<file path="config.mk">
export PLATFORM = sky130hd
export DESIGN_NAME = seg_scan_ctrl_flat
export DESIGN_NICKNAME = d
export VERILOG_FILES = /design/src/rtl/seg_scan_ctrl_pkg.sv /design/src/rtl/seg_scan_ctrl_if.sv /design/src/rtl/seg_scan_ctrl.sv /design/src/flat_wrapper.sv
export SDC_FILE = /design/constraint.sdc
export NUM_CORES = 1
export LEC_CHECK = 0
export ABC_AREA = 0
export CAP_MARGIN = 20
export CORE_MARGIN = 1
export CORE_UTILIZATION = 47
export CTS_CLUSTER_SIZE = 10
export DETAILED_ROUTE_END_ITERATION = 7
export PLACE_DENSITY_LB_ADDON = 0.12
export SLEW_MARGIN = 10
export SYNTH_ARGS = -nofsm -noshare
export SYNTH_HDL_FRONTEND = slang
export SYNTH_SLANG_ARGS = --single-unit
</file>
<file path="constraint.sdc">
create_clock -name clock -period 5.4 [get_ports clock]
set_input_delay 1.08 -clock clock [delete_from_list [all_inputs] [get_ports clock]]
set_output_delay 1.08 -clock clock [all_outputs]
set_load 0.01 [all_outputs]
</file>
<file path="src/rtl/seg_scan_ctrl_pkg.sv">
// Shared types and constants for the seven-segment scan controller.
package seg_scan_ctrl_pkg;
  typedef enum logic {
    SHOW  = 1'b0,
    BLANK = 1'b1
  } state_t;

  localparam int         DIGITS    = 4;
  localparam logic [3:0] ANODE_OFF = 4'b1111;
  localparam int         CNT_W     = 8;
endpackage

</file>
<file path="src/rtl/seg_scan_ctrl_if.sv">
// Frame write handshake: requester (master) pushes a 4-digit frame plus blank mask.
interface seg_scan_ctrl_if;
  logic        wr_valid;
  logic [15:0] wr_data;
  logic [3:0]  wr_blank;
  logic        wr_ready;

  modport master (output wr_valid, wr_data, wr_blank, input  wr_ready);
  modport slave  (input  wr_valid, wr_data, wr_blank, output wr_ready);
endinterface

</file>
<file path="src/rtl/seg_scan_ctrl.sv">
// Multiplexed 4-digit display scanner with blanking gaps between digits and
// a pending/shadow frame buffer that only swaps on the 3->0 wrap.
module seg_scan_ctrl
  import seg_scan_ctrl_pkg::*;
#(
  parameter int BLANK_CYCLES = 4
) (
  input  logic             clock,
  input  logic             reset,
  input  logic             tick,
  seg_scan_ctrl_if.slave   wr,
  output logic [3:0]       anode,
  output logic [3:0]       nibble,
  output logic [1:0]       digit_idx,
  output logic             frame_done
);
  localparam logic [CNT_W-1:0] CNT_LOAD = CNT_W'(BLANK_CYCLES - 1);
  localparam logic [1:0]       LAST_DIG = 2'(DIGITS - 1);

  state_t           state;
  logic [CNT_W-1:0] cnt;
  logic [15:0]      shadow_data, pend_data;
  logic [3:0]       shadow_blank, pend_blank;
  logic             pend_full;

  always_ff @(posedge clock) begin
    if (reset) begin
      state        <= BLANK;
      cnt          <= CNT_LOAD;
      digit_idx    <= LAST_DIG;
      shadow_data  <= '0;
      shadow_blank <= ANODE_OFF;
      pend_data    <= '0;
      pend_blank   <= '0;
      pend_full    <= 1'b0;
      frame_done   <= 1'b0;
    end else begin
      frame_done <= 1'b0;
      // Accept and copy are exclusive: accept needs empty, copy needs full.
      if (wr.wr_valid && !pend_full) begin
        pend_data  <= wr.wr_data;
        pend_blank <= wr.wr_blank;
        pend_full  <= 1'b1;
      end
      case (state)
        SHOW: begin
          if (tick) begin
            state <= BLANK;
            cnt   <= CNT_LOAD;
          end
        end
        BLANK: begin
          if (cnt == '0) begin
            state     <= SHOW;
            digit_idx <= digit_idx + 2'd1;
            if (digit_idx == LAST_DIG) begin
              frame_done <= 1'b1;
              if (pend_full) begin
                shadow_data  <= pend_data;
                shadow_blank <= pend_blank;
                pend_full    <= 1'b0;
              end
            end
          end else begin
            cnt <= cnt - 1'b1;
          end
        end
        default: state <= BLANK;
      endcase
    end
  end

  assign wr.wr_ready = !pend_full;
  assign nibble      = shadow_data[4*digit_idx +: 4];

  always_comb begin
    anode = ANODE_OFF;
    if (state == SHOW && !shadow_blank[digit_idx])
      anode[digit_idx] = 1'b0;
  end
endmodule

</file>
<file path="src/flat_wrapper.sv">
// flat-port wrapper written by rule: the top's interface ports become plain ports
module seg_scan_ctrl_flat import seg_scan_ctrl_pkg::*;
#(
  parameter int BLANK_CYCLES = 4
)
  (clock, reset, tick, anode, nibble, digit_idx, frame_done, wr_wr_valid, wr_wr_data, wr_wr_blank, wr_wr_ready);
  seg_scan_ctrl_if wr_i ();
  input  logic clock;
  input  logic reset;
  input  logic tick;
  output logic [3:0] anode;
  output logic [3:0] nibble;
  output logic [1:0] digit_idx;
  output logic frame_done;
  input wire logic [$bits(wr_i.wr_valid)-1:0] wr_wr_valid;
  input wire logic [$bits(wr_i.wr_data)-1:0] wr_wr_data;
  input wire logic [$bits(wr_i.wr_blank)-1:0] wr_wr_blank;
  output wire logic [$bits(wr_i.wr_ready)-1:0] wr_wr_ready;
  assign wr_i.wr_valid = wr_wr_valid;
  assign wr_i.wr_data = wr_wr_data;
  assign wr_i.wr_blank = wr_wr_blank;
  assign wr_wr_ready = wr_i.wr_ready;
  seg_scan_ctrl #(.BLANK_CYCLES(BLANK_CYCLES)) u_core (.clock(clock), .reset(reset), .tick(tick), .wr(wr_i), .anode(anode), .nibble(nibble), .digit_idx(digit_idx), .frame_done(frame_done));
endmodule
</file>
==> results of run 1 <==
## power by group through the flow
| stage | registers (mW) | logic (mW) | clock network (mW) |
|---|---|---|---|
| floorplan | 0.456 | 0.143 | 0 |
| global placement | 0.467 | 0.185 | 0 |
| detailed placement | 0.468 | 0.185 | 0 |
| CTS | 0.459 | 0.186 | 0.276 |
| global route | 0.466 | 0.208 | 0.294 |
| finish | 0.458 | 0.186 | 0.265 |
## tightest hold or removal path, delay by kind of cell (launching register included)
| kind | cells | cell delay (ns) |
|---|---|---|
| AND/OR/NAND/NOR | 1 | 0.05 |
| AO/OA/AOI/OAI | 1 | 0.05 |
| flip-flops | 1 | 0.32 |
## placed cells by master, fill, tap and decap left out, drive strengths merged, types with 5 or more instances in the layout
cell type      Yosys  layout
o21ai              6       6
nor2b              5       5
nor2              21      21
clkdlybuf4s50      0      35
mux2i             16      16
nand2             47      47
dfxtp             53      53
inv                6       6
a21oi             24      24
clkbuf            11       6
mux4               5       5
ha                 6       6
## worst max path at each step
stage	startpoint	endpoint
detailed placement	u_core.digit_idx[0]$_SDFFE_PP1P_	anode[3]
floorplan	u_core.digit_idx[0]$_SDFFE_PP1P_	anode[0]
global placement	u_core.digit_idx[0]$_SDFFE_PP1P_	anode[3]
finish	u_core.digit_idx[0]$_SDFFE_PP1P_	anode[3]
CTS	u_core.digit_idx[0]$_SDFFE_PP1P_	anode[3]
global route	u_core.digit_idx[0]$_SDFFE_PP1P_	anode[1]
## flip-flops by register name (all words and copies together) (netlist names)
register and flops:
u_core.shadow_data 16, u_core.frame_done 1, u_core.shadow_blank 4, u_core.state 1
u_core.digit_idx 2, u_core.pend_blank 4, u_core.cnt 8, u_core.pend_full 1
u_core.pend_data 16
## routing by layer
layer	part of all wire, %	vias up
met5	0	-
met4	1.4	0
met3	5.1	7
met2	41	40
met1	53	720
li1	-	863
## cells in the mapped netlist (all sizes together)
master | number | area share [%]
ha | 6 | 3.4
inv | 6 | 1.0
nand2 | 47 | 8.1
or2 | 4 | 1.1
or3 | 3 | 0.86
o21bai | 1 | 0.34
o31ai | 1 | 0.34
o21ai | 6 | 1.4
nand2b | 3 | 0.86
nand4bb | 1 | 0.51
nand3 | 1 | 0.23
xnor2 | 1 | 0.40
nor2b | 5 | 1.4
nor2 | 21 | 3.6
nor3 | 4 | 1.4
dfxtp | 53 | 48
mux4 | 5 | 5.1
mux2i | 16 | 7.3
nor3b | 1 | 0.34
o211ai | 2 | 0.69
a21o | 2 | 0.69
xor2 | 2 | 0.80
buf | 3 | 1.3
a211o | 4 | 1.6
o21a | 1 | 0.34
a21oi | 24 | 5.5
or4 | 3 | 1.0
clkbuf | 11 | 1.9
## cell type report
cell class / instances / area (µm²)
Tap cell: 52 / 65.1
Clock buffer: 6 / 72.6
Fill cell: 410 / 1740
Multi-Input combinational cell: 164 / 1040
Clock inverter: 2 / 38.8
Sequential cell: 53 / 1060
Inverter: 6 / 22.5
Timing Repair Buffer: 38 / 373
## kinds of logic after synthesis
| group | count (synthesis) | share of synthesized area, % |
|---|---|---|
| AND/OR/NAND/NOR | 93 | 19.5 |
| flip-flops | 53 | 48.4 |
| AO/OA/AOI/OAI | 41 | 10.9 |
| multiplexers | 21 | 12.4 |
| buffers and inverters | 20 | 4.17 |
| adder cells (fa/ha/maj) | 6 | 3.43 |
| XOR/XNOR | 3 | 1.20 |
## stage by stage
step	cell area, µm²	util, %	hold WS [ns]	cells	total power [mW]
2_1_floorplan	2190	-	0.435	237	0.599
3_3_place_gp	2560	58.0	0.446	313	0.652
3_5_place_dp	2560	58.0	0.450	313	0.653
4_1_cts	2670	60.5	0.463	321	0.921
5_1_grt	2670	60.5	0.477	321	0.968
6_report	2670	60.5	0.462	321	0.909
==> flow_summary.ini, run 1 <==
[cts]
holdBufCountCts = 0
clk_pin_slew_worst_paths_ns = 0.09
cts_sinks = 53
cts_buffers = 5
max-clock-path-buffers = 2
cts-htree-levels = 2
post_cts_buffers = 0
root_buffer = clkbuf_8
cts_tree = yes
insertion_delay_ns = 0.30
cts_resized = 0

[power]
pwr-share-seq_pct = 50.4
combPwrFrac_pct = 20.4
p_leak_nw = 1.00
intPower_mw = 0.653
peakVddDrop_mv = 0.162
power_density_mw_per_mm2 = 340
power.switching_mw = 0.255
switching_share_pct = 28.1
pwr-share-clk_pct = 29.2

[placed_design]
place_congestion = 0.806
portBuffers = 35
pre_cts_slack_ns = 2.34
hpwl_um = 2680

[floorplanning]
initial_utilization_pct = 49.6
die_x_um = 70.3
die_y_um = 70.3
ios = 36
dieArea_mm2 = 0.00494
core_area_mm2 = 0.00441
core.rowCount = 24

[routing]
viasPerCell = 5.08
post_drt_wl_per_cell_um = 12.3
ant_nets = 0
drtPass1Iterations = 5
wl_um = 3940
route.vias.total = 1630
drc = 0
drt_iter0_markers = 125

[synth]
synth_area_mm2 = 0.00219
syn_inst = 237
ys_seq_area_share_pct = 48.4
yosys.cell_types.count = 32
ys_seq_elements = 53
postSynthAreaPerCell_um2 = 9.24
ys_warn_count = 0
syn-num-nets = 267

[sta]
tns_ns = 0
setup_slack_ns = 2.04
tightest_slew_ns = 0.806
setup_viol = 0
rsz0062_at_grt = false
slew_viol_final = 0
layout_min_cycle_time_ns = 3.36
maxSlewHeadroom_pct = 46.1
fin_crit_sh_pct = 62.3
skew_ns = 0.00876
fmax_mhz = 297
hold_viol = 0

[worst_hold_path]
hp-start = u_core.pend_data[12]$_SDFFE_PP0P_
min_path_cells = 2
whs_endpoint = u_core.pend_data[12]$_SDFFE_PP0P_
holdCritPathClass = flop to flop

[critical_path]
path_buf_inv = 1
start_kind = flop
rrSetupSlack_ns = 3.29
slowest_stage = dfxtp_1
critical_path.top_delay_family = flip-flops
slowest_delay_ns = 0.63
r2r_start = u_core.cnt[2]$_SDFFE_PP0P_
cp.depth = 4
rr_worst_depth = 5
path_class = flop to output port
worstPathArrival_ns = 2.28
cp_cell_sequence = mux4_2 -> nor2_1 -> nand2_1 -> clkdlybuf4s50_1
reg2reg_to = u_core.shadow_blank[1]$_SDFFE_PP1P_
critPathRequiredTime_ns = 4.32
cp-end-kind = output port
worstPathMaxFanout = 9

[layout]
final_nets = 298
drive_gt1_share_pct = 6.69
insertedDiodeCount = 0
area_delta_synth_final_pct = 21.9

[grt]
grt-ovfl-total = 0
track_usage_pct = 18.1
grt_pass1_vias = 1469
grt_use_met3_pct = 4.47
grt_max_degree = 26
grtUsageMet2_pct = 24.0
top_usage_layer = met1
antenna_found_initial = 0
grt_pass1_wl_um = 7000
use_met1_pct = 27.5

[status]
status = complete, no violations

[run]
drv_cap = 0
(Power assumes the default switching activity.)
==> inputs of run 2 (changes only) <==
==> constraint.sdc (replaced) <==
create_clock -name clock -period 2.9 [get_ports clock]
set_input_delay 0.58 -clock clock [delete_from_list [all_inputs] [get_ports clock]]
set_output_delay 0.58 -clock clock [all_outputs]
set_load 0.01 [all_outputs]
==> run 2 against run 1 <==
  * Utilization grew 1.4 points
  * Non-clock buffer count grew 3
  * Flip-flop and latch count did not move
  * Worst setup slack got worse by 1.7 ns
  * Power up 98%
  * First-iteration DRC count is 6.4% lower
  * Highest routed layer unchanged
==> flow_summary.ini, run 2 (synthesis gave the netlist of run 1 again) <==
[status]
status = complete, no violations

[sta]
setup_slack_ns = 0.381
maxSlewHeadroom_pct = 53.1
hold_viol = 0
rsz0062_at_grt = false
tightest_slew_ns = 0.701
layout_min_cycle_time_ns = 2.52
skew_ns = 0.0131
fmax_mhz = 397
worst_hold_slack_ns = 0.458
tns_ns = 0
setup_viol = 0
fin_crit_sh_pct = 86.9
slew_viol_final = 0

[run]
drv_cap = 0

[power]
switching_share_pct = 27.0
power.switching_mw = 0.486
combPwrFrac_pct = 21.0
power_density_mw_per_mm2 = 659
pwr-share-clk_pct = 32.7
peakVddDrop_mv = 0.356
p_leak_nw = 1.04
pwr-share-seq_pct = 46.3
intPower_mw = 1.31

[cts]
clk_pin_slew_worst_paths_ns = 0.09
insertion_delay_ns = 0.31
cts_tree = yes
holdBufCountCts = 0
cts-htree-levels = 2
root_buffer = clkbuf_8
max-clock-path-buffers = 2
cts_sinks = 53
cts_buffers = 5
cts_resized = 0
post_cts_buffers = 0

[grt]
grt_max_degree = 38
grt-ovfl-total = 0
track_usage_pct = 17.6
grt_pass1_wl_um = 6730
antenna_found_initial = 0
grt_pass1_vias = 1454

[routing]
ant_nets = 0
post_drt_wl_per_cell_um = 12.2
routed.top_layer = met4
drt_iter0_markers = 117
met3_length_um = 206
route.vias.total = 1633
wl_um = 3950
wl_met1_um = 2070
drc = 0
viasPerCell = 5.04
drtPass1Iterations = 4
wl_met2_um = 1610

[floorplanning]
core.rowCount = 24
initial_utilization_pct = 49.6
ios = 36
die_y_um = 70.3
dieArea_mm2 = 0.00494
die_x_um = 70.3
core_area_mm2 = 0.00441

[layout]
fillers = 408
final_nets = 301
final_cell_mix = dfxtp_1 (53), nand2_1 (47), clkdlybuf4s50_1 (35)
insertedDiodeCount = 0
final_cells = 324
drive_gt1_share_pct = 8.09
layout_commonest_cell = dfxtp_1
top_regs = u_core.pend_data x16, u_core.shadow_data x16, u_core.cnt x8
area_delta_synth_final_pct = 24.7
finalCoreUtilization_pct = 61.9

[critical_path]
start_kind = flop
path_class = flop to output port
worstPathMaxFanout = 4
worstPathArrival_ns = 1.94
critPathRequiredTime_ns = 2.32
cp-end-kind = output port

[placed_design]
dp.cells = 316
pre_cts_slack_ns = 0.704
place_congestion = 0.816
portBuffers = 35
hpwl_um = 2700

[worst_hold_path]
holdCritPathClass = flop to flop
run 2: cell count changes in the layout (fill, tap and decap cells not counted), sizes merged:
cell,previous run,this run
buf,3,6
bufinv,1,2
clkbuf,6,5
clkinv,1,0
inv,6,7
run 2: cell type report:
type | instances | area (µm²) | share of cell area, %
flip-flops and latches | 53 | 1060 | 38.8
multi-input cells | 164 | 1040 | 38.0
repair buffers | 41 | 408 | 14.9
clock buffers | 5 | 68.8 | 2.52
clock inverters | 3 | 68.8 | 2.52
well taps | 52 | 65.1 | 2.38
inverters | 6 | 22.5 | 0.824
run 2: power groups by stage:
stage               sequential (mW)  combinational, mW  clock, mW
floorplan                     0.849              0.267          0
global placement              0.850              0.376          0
detailed placement            0.852              0.378          0
CTS                           0.835              0.380      0.612
global route                  0.845              0.428      0.638
finish                        0.834              0.378      0.588
run 2: path summary, 6_finish.rpt:
check	startpoint	to	slack (ns)	cells past startpoint
worst max-delay path	u_core.digit_idx[0]$_SDFFE_PP1P_	anode[1]	0.38	4
worst min-delay path	u_core.pend_blank[0]$_SDFFE_PP0P_	u_core.pend_blank[0]$_SDFFE_PP0P_	0.46	2
worst max register to register	u_core.cnt[2]$_SDFFE_PP0P_	u_core.shadow_blank[2]$_SDFFE_PP1P_	0.89	5
worst min register to register	u_core.pend_blank[0]$_SDFFE_PP0P_	u_core.pend_blank[0]$_SDFFE_PP0P_	0.46	2
run 2: critical path, stage by stage, from the launching register on:
cell,delay (ns)
dfxtp_1,0.37
mux4_2,0.51
nor2_1,0.20
nand2_1,0.08
clkdlybuf4s50_1,0.47
run 2: metrics by stage:
step                      cell area (µm²)  total power, mW
after floorplan                      2190             1.12
after global placement               2590             1.23
after detailed placement             2590             1.23
after CTS                            2730             1.83
after global routing                 2730             1.91
final                                2730             1.80
run 2: routing by layer:
layer	track usage [%]	vias up
li1	-	876
met1	25.7	718
met2	24.2	34
met3	5.19	5
met4	6.67	0
met5	0	-
==> inputs of run 3 (changes only) <==
--- a/config.mk
+++ b/config.mk
@@ -9,10 +9,9 @@
 export CAP_MARGIN = 20
 export CORE_MARGIN = 1
 export CORE_UTILIZATION = 47
-export CTS_CLUSTER_SIZE = 10
+export CTS_CLUSTER_SIZE = 20
 export DETAILED_ROUTE_END_ITERATION = 7
 export PLACE_DENSITY_LB_ADDON = 0.12
-export SLEW_MARGIN = 10
 export SYNTH_ARGS = -nofsm -noshare
 export SYNTH_HDL_FRONTEND = slang
 export SYNTH_SLANG_ARGS = --single-unit
==> results of run 3 <==
The final DEF is identical to that of run 2; final timing and power are the same.
